===== src/rtl/snn_pe_pkg.sv =====
// Shared definitions for the spiking convolution PE: FSM state encoding,
// counter width and the saturating-add helper used by snn_sat_add.
package snn_pe_pkg;

    typedef enum logic [1:0] {
        IDLE  = 2'd0,
        ACC   = 2'd1,
        CHAIN = 2'd2,
        OUT   = 2'd3
    } pe_state_t;

    // Wide enough to count up to the largest legal window of 16 products.
    localparam int CNT_W     = 4;
    localparam int SAT_MAX_W = 64;

    // Adds two sign-extended operands and clamps the sum to a signed w-bit
    // range. Returns {clamped, value}; only value[w-1:0] is meaningful.
    function automatic logic [SAT_MAX_W:0] sat_add(
        input logic signed [SAT_MAX_W-1:0] a,
        input logic signed [SAT_MAX_W-1:0] b,
        input int unsigned                 w
    );
        logic signed [SAT_MAX_W:0] sum;
        logic signed [SAT_MAX_W:0] hi;
        logic signed [SAT_MAX_W:0] lo;
        sum = {a[SAT_MAX_W-1], a} + {b[SAT_MAX_W-1], b};
        hi  = (65'sd1 <<< (w - 1)) - 65'sd1;
        lo  = -hi - 65'sd1;
        if (sum > hi) begin
            return {1'b1, hi[SAT_MAX_W-1:0]};
        end else if (sum < lo) begin
            return {1'b1, lo[SAT_MAX_W-1:0]};
        end
        return {1'b0, sum[SAT_MAX_W-1:0]};
    endfunction

endpackage


===== src/rtl/snn_sat_add.sv =====
// Saturating adder: IN_W-bit signed operands, result clamped to OUT_W bits
// (OUT_W < 64) with a flag reporting whether the clamp was applied.
module snn_sat_add
    import snn_pe_pkg::*;
#(
    parameter int IN_W  = 16,
    parameter int OUT_W = 16
) (
    input  logic signed [IN_W-1:0]  a,
    input  logic signed [IN_W-1:0]  b,
    output logic signed [OUT_W-1:0] sum,
    output logic                    sat
);

    logic [SAT_MAX_W:0]       res;
    logic [SAT_MAX_W-1:OUT_W] unused_hi;

    assign res       = sat_add(SAT_MAX_W'(a), SAT_MAX_W'(b), OUT_W);
    assign sum       = res[OUT_W-1:0];
    assign sat       = res[SAT_MAX_W];
    // Above OUT_W the clamped value is pure sign extension.
    assign unused_hi = res[SAT_MAX_W-1:OUT_W];

endmodule


===== src/rtl/snn_conv_pe.sv =====
// Spiking convolution PE: accumulates FILTER_SIZE weight*spike products per
// window, optionally adds an upstream psum, then presents a saturated result.
module snn_conv_pe
    import snn_pe_pkg::*;
#(
    parameter int FILTER_DATA_WIDTH = 12,
    parameter int SPIKE_DATA_WIDTH  = 1,
    parameter int PSUM_WIDTH        = 16,
    parameter int FILTER_SIZE       = 3
) (
    input  logic                                clk,
    input  logic                                rst_n,
    input  logic                                in_valid,
    output logic                                in_ready,
    input  logic signed [FILTER_DATA_WIDTH-1:0] in_filter,
    input  logic        [SPIKE_DATA_WIDTH-1:0]  in_spike,
    input  logic                                cfg_chain,
    input  logic                                psum_in_valid,
    output logic                                psum_in_ready,
    input  logic signed [PSUM_WIDTH-1:0]        psum_in_data,
    output logic                                psum_out_valid,
    input  logic                                psum_out_ready,
    output logic signed [PSUM_WIDTH-1:0]        psum_out_data,
    output logic                                psum_out_sat,
    output logic                                busy
);

    // One extra product bit keeps the spike unsigned in a signed multiply.
    localparam int PROD_W = FILTER_DATA_WIDTH + SPIKE_DATA_WIDTH + 1;
    localparam int ADD_W  = (PSUM_WIDTH > PROD_W) ? PSUM_WIDTH : PROD_W;
    localparam logic [CNT_W-1:0] CNT_LAST = CNT_W'(FILTER_SIZE - 1);

    pe_state_t                     state_reg, state_next;
    logic signed [PSUM_WIDTH-1:0]  acc_reg, acc_next;
    logic        [CNT_W-1:0]       cnt_reg, cnt_next;
    logic                          sat_reg, sat_next;
    logic                          chain_reg, chain_next;

    logic signed [PROD_W-1:0]      product;
    logic signed [ADD_W-1:0]       add_a, add_b;
    logic signed [PSUM_WIDTH-1:0]  add_sum;
    logic                          add_sat;
    logic                          eff_chain;

    assign product = $signed(in_filter) * $signed({1'b0, in_spike});
    assign add_a   = ADD_W'(acc_reg);
    assign add_b   = (state_reg == CHAIN) ? ADD_W'(psum_in_data) : ADD_W'(product);

    snn_sat_add #(
        .IN_W  (ADD_W),
        .OUT_W (PSUM_WIDTH)
    ) u_sat_add (
        .a   (add_a),
        .b   (add_b),
        .sum (add_sum),
        .sat (add_sat)
    );

    // The first accept of a window sees cfg_chain live; later ones use the latch.
    assign eff_chain = (state_reg == IDLE) ? cfg_chain : chain_reg;

    always_comb begin
        state_next     = state_reg;
        acc_next       = acc_reg;
        cnt_next       = cnt_reg;
        sat_next       = sat_reg;
        chain_next     = chain_reg;
        in_ready       = 1'b0;
        psum_in_ready  = 1'b0;
        psum_out_valid = 1'b0;
        case (state_reg)
            IDLE, ACC: begin
                in_ready = rst_n;
                if (in_valid) begin
                    acc_next   = add_sum;
                    sat_next   = sat_reg | add_sat;
                    chain_next = eff_chain;
                    if (cnt_reg == CNT_LAST) begin
                        cnt_next   = '0;
                        state_next = eff_chain ? CHAIN : OUT;
                    end else begin
                        cnt_next   = cnt_reg + 1'b1;
                        state_next = ACC;
                    end
                end
            end
            CHAIN: begin
                psum_in_ready = 1'b1;
                if (psum_in_valid) begin
                    acc_next   = add_sum;
                    sat_next   = sat_reg | add_sat;
                    state_next = OUT;
                end
            end
            OUT: begin
                psum_out_valid = 1'b1;
                if (psum_out_ready) begin
                    acc_next   = '0;
                    cnt_next   = '0;
                    sat_next   = 1'b0;
                    chain_next = 1'b0;
                    state_next = IDLE;
                end
            end
            default: state_next = IDLE;
        endcase
    end

    always_ff @(posedge clk or negedge rst_n) begin
        if (!rst_n) begin
            state_reg <= IDLE;
            acc_reg   <= '0;
            cnt_reg   <= '0;
            sat_reg   <= 1'b0;
            chain_reg <= 1'b0;
        end else begin
            state_reg <= state_next;
            acc_reg   <= acc_next;
            cnt_reg   <= cnt_next;
            sat_reg   <= sat_next;
            chain_reg <= chain_next;
        end
    end

    assign psum_out_data = acc_reg;
    assign psum_out_sat  = sat_reg;
    assign busy          = (state_reg != IDLE);

endmodule


===== config.mk =====
export PLATFORM = sky130hd
export DESIGN_NAME = snn_conv_pe
export DESIGN_NICKNAME = d
export VERILOG_FILES = /design/src/rtl/snn_pe_pkg.sv /design/src/rtl/snn_sat_add.sv /design/src/rtl/snn_conv_pe.sv
export SDC_FILE = /design/constraint.sdc
export NUM_CORES = 1
export LEC_CHECK = 0
export ABC_AREA = 1
export ABC_CLOCK_PERIOD_IN_PS = 6800
export CAP_MARGIN = 30
export CORE_MARGIN = 10
export CORE_UTILIZATION = 45
export CTS_CLUSTER_DIAMETER = 40
export DETAILED_ROUTE_END_ITERATION = 16
export MAX_ROUTING_LAYER = met4
export PLACE_DENSITY = 0.76
export SLEW_MARGIN = 20
export SYNTH_ARGS = -nofsm -noshare
export SYNTH_HDL_FRONTEND = slang
export SYNTH_SLANG_ARGS = --single-unit

===== constraint.sdc =====
create_clock -name clk -period 6.8 [get_ports clk]
set_input_delay 1.02 -clock clk [delete_from_list [all_inputs] [get_ports clk]]
set_output_delay 1.02 -clock clk [all_outputs]
set_load 0.005 [all_outputs]

==> results.txt <==
- Final Setup Violations: 0
* Number of cells upsized or downsized after cts: 0
- Required time at the worst-slack endpoint: 7020 ps
- On the final layout, the worst clock skew is 5.56 ps.
* Startpoint types: input port
- Number of clock sinks: 24
- Leakage power figure: 1.57 nW
- Timing endpoint of the critical path: psum_out_data[3]
- In the final routed layout, each cell accounts on average for 13.2 µm.
- Clock-pin slew was measured on the worst setup and hold paths at 90 ps.
- Pwr/cell area: 528 nW/µm²
- For this configuration, the core starts out at a cell density of 0.461.
- Leading post-synthesis cells by cell area: sky130_fd_sc_hd__dfrtp_1 (25%), sky130_fd_sc_hd__nand2_1 (19%), sky130_fd_sc_hd__ha_1 (10%)
- Layout-stage area growth over the synthesis result: 28.5%
- The congestion estimate from routability-driven global placement came to 0.871.
* Total detailed-routing wirelength: 6200 µm
* Most used flip-flop cell after synthesis: sky130_fd_sc_hd__dfrtp_1
- TritonCTS built the clock tree.
- IR Drop Worst-Case VDD: 0.332 mV
- For this run, design rule violations remaining after detail routing come to 0.
- In this run the count of I/O pins placed on the die edge is 56.
- In the finished design, the share of the clock period the worst path needs comes to 0.571.
* Core Area: 5110 µm²
- The average instance in the mapped netlist occupies 6.83 µm².
- Number of nets still failing antenna checks after routing: 0
- Synthesized Nets: 400
* GRT Residual Overflow: 0
* Global-route wire length before repair: 10800 µm
* Proportion of register bits with asynchronous set or reset after synthesis: 1.00
- In this run the number of H-tree levels came out at 1.
- Launch point of the worst reg-to-reg path: state_reg[1]
- At the pin with the least slew margin, the transition time is 797 ps.
- In the final layout, the share of cells above drive strength 1 is 0.110.
- Status: finished, final reports clean
- Max-cap violations in this run came to 0.
* GR Util All Layers: 0.153
* Via count of the first global-routing pass: 2443
- Detailed routing inserted a total of 2306 vias.
- Headroom to the max-slew limit: 0.468
- Worst Slack Setup Final: 2910 ps
- Die height: 92.4 µm
- Register bit count reported by yosys: 24
- In this run the cell area of the synthesized design comes to 2360 µm².
* Number of flip-flops under the largest register name: 16
- The share of the Yosys chip area taken by registers is 0.255.
- Yosys printed 0 warnings.
- Number of nets in the layout: 455
- Instance count of the mapped netlist: 345
- Of all cell types, the one taking the most synthesized area is sky130_fd_sc_hd__dfrtp_1.
- Die footprint: 8530 µm²
- Top cells by instance count after synthesis: sky130_fd_sc_hd__nand2_1 (119), sky130_fd_sc_hd__inv_1 (41), sky130_fd_sc_hd__o21ai_0 (25), sky130_fd_sc_hd__dfrtp_1 (24), sky130_fd_sc_hd__ha_1 (19)
* Count of routing violations after the opening detailed-route iteration: 126
* Worst r2r path cells: 17
* Yosys top cell area share: 0.255
* Clock tree buffer depth: 2
- For the worst-skew pair, the clock arrives at the later sink with an insertion delay of 280 ps.
- Count of pins over their slew limit: 0
- The most common cell in the synthesized netlist is sky130_fd_sc_hd__nand2_1.
* Initial antenna violation count: 0
- Setup slack on the worst reg-to-reg path comes out at 3210 ps.
* Number of detailed-routing iterations run before antenna repair: 4
* Minimum period implied by the final worst setup slack: 3890 ps
* Chip Width: 92.4 µm
- Tracing the worst setup path back leads to its startpoint at in_spike.
* Number of placement rows: 26
- Total power: 1.60 mW
* Worst min-delay path class: reg2reg
- Number of post-CTS setup repair buffers: 0
* End of the worst register-to-register path: psum_out_data[3]
* Type of the worst setup path: in2reg
- Critical Path AT: 4110 ps
- Number of failing hold endpoints at the final stage: 0
- The synthesized netlist contains 33 unique library cells.
* Hold Buf Count CTS: 0
* CTS Root Buffer Type: sky130_fd_sc_hd__clkbuf_8
- PortBufs: 55
- Summed over all nets, the half-perimeter wirelength after detailed placement is 5130 µm.
- Setup total negative slack on the finished layout was measured at 0 ps.
- Layout fillers: 491
- RSZ-0062 raised after global routing: false
- Largest driver fanout on the critical path: 15
- Number of enable flip-flop cells after synthesis: 0
- The number of antenna diodes in the final layout is 0.
- Via density per instance: 4.92
* Largest net degree at the start of global routing: 26
- TritonCTS Buffers: 3
* Worst slack at placement: 2610 ps
- The worst setup path is captured at a register.
- Fmax: 257 MHz
[worst min path at each step]
stage	endpoint	from	cells past startpoint
floorplan	psum_out_data[10]	psum_out_data[10]	2
CTS	psum_out_data[2]	psum_out_data[2]	2
global route	chain_reg	chain_reg	2
finish	psum_out_data[2]	psum_out_data[2]	2
global placement	psum_out_data[2]	psum_out_data[2]	2
detailed placement	psum_out_data[2]	psum_out_data[2]	2
[final cells by class]
class,count,area [µm²],area share
Sequential cell,24,601,0.198
Clock inverter,1,30.0,0.00992
Inverter,46,173,0.0570
Multi-Input combinational cell,269,1540,0.508
Clock buffer,3,41.3,0.0136
Tap cell,70,87.6,0.0289
Timing Repair Buffer,56,558,0.184
[per-layer routing]
layer | vias up | wire [µm] | share of wire | GRT usage
met5 | - | 0 | 0 | -
met4 | 0 | 73 | 0.012 | 0.0411
met3 | 7 | 230 | 0.037 | 0.0210
met2 | 39 | 3000 | 0.48 | 0.252
met1 | 1056 | 2890 | 0.47 | 0.191
li1 | 1204 | - | - | -
[cell usage in the layout, fill, tap and decap left out, drive strengths merged, types with 2 or more instances in the layout]
cell / count
clkbuf: 3
clkdlybuf4s50: 55
a21oi: 18
nor3: 3
nand3b: 2
ha: 19
dfrtp: 24
xnor2: 2
o22ai: 2
o21ai: 35
o21bai: 2
nand3: 19
nor2: 17
inv: 46
nand2: 135
xor2: 10
[metrics by stage]
stage | area (µm²) | hold WS [ps] | utilization | cells
after floorplan | 2360 | 500 | - | 345
after global placement | 2960 | 504 | 0.579 | 465
after detailed placement | 2960 | 502 | 0.579 | 465
after CTS | 3030 | 528 | 0.593 | 469
after global routing | 3030 | 571 | 0.593 | 469
final | 3030 | 527 | 0.593 | 469
[report_power, final]
group	switching, mW	internal, mW
registers	0.0625	0.218
clock network	0.0519	0.0789
logic	0.722	0.465
total	0.836	0.762
[cell families (layout without fill, tap and decap cells)]
group	count (synthesis)	in the layout	share of synthesized area
AO/OA/AOI/OAI	58	58	0.160
XOR/XNOR	12	12	0.0446
adder cells (fa/ha/maj)	20	20	0.109
buffers and inverters	52	106	0.0929
flip-flops	24	24	0.255
AND/OR/NAND/NOR	179	179	0.338
[worst max-delay path, cell delays in order]
cell and delay (ps):
sky130_fd_sc_hd__clkdlybuf4s50_1 740, sky130_fd_sc_hd__nand2_1 80, sky130_fd_sc_hd__o21ai_0 200, sky130_fd_sc_hd__ha_1 200, sky130_fd_sc_hd__inv_1 60, sky130_fd_sc_hd__fa_1 400, sky130_fd_sc_hd__inv_1 70, sky130_fd_sc_hd__nand3_1 60
sky130_fd_sc_hd__nand2_1 130, sky130_fd_sc_hd__nand2_1 70, sky130_fd_sc_hd__nand2_1 140, sky130_fd_sc_hd__nand2_2 80, sky130_fd_sc_hd__nand3_1 130, sky130_fd_sc_hd__nand2_4 80, sky130_fd_sc_hd__a21oi_4 410, sky130_fd_sc_hd__o21ai_0 170
sky130_fd_sc_hd__nand2_1 80
No activity file was read; power rests on OpenSTA's default activity.
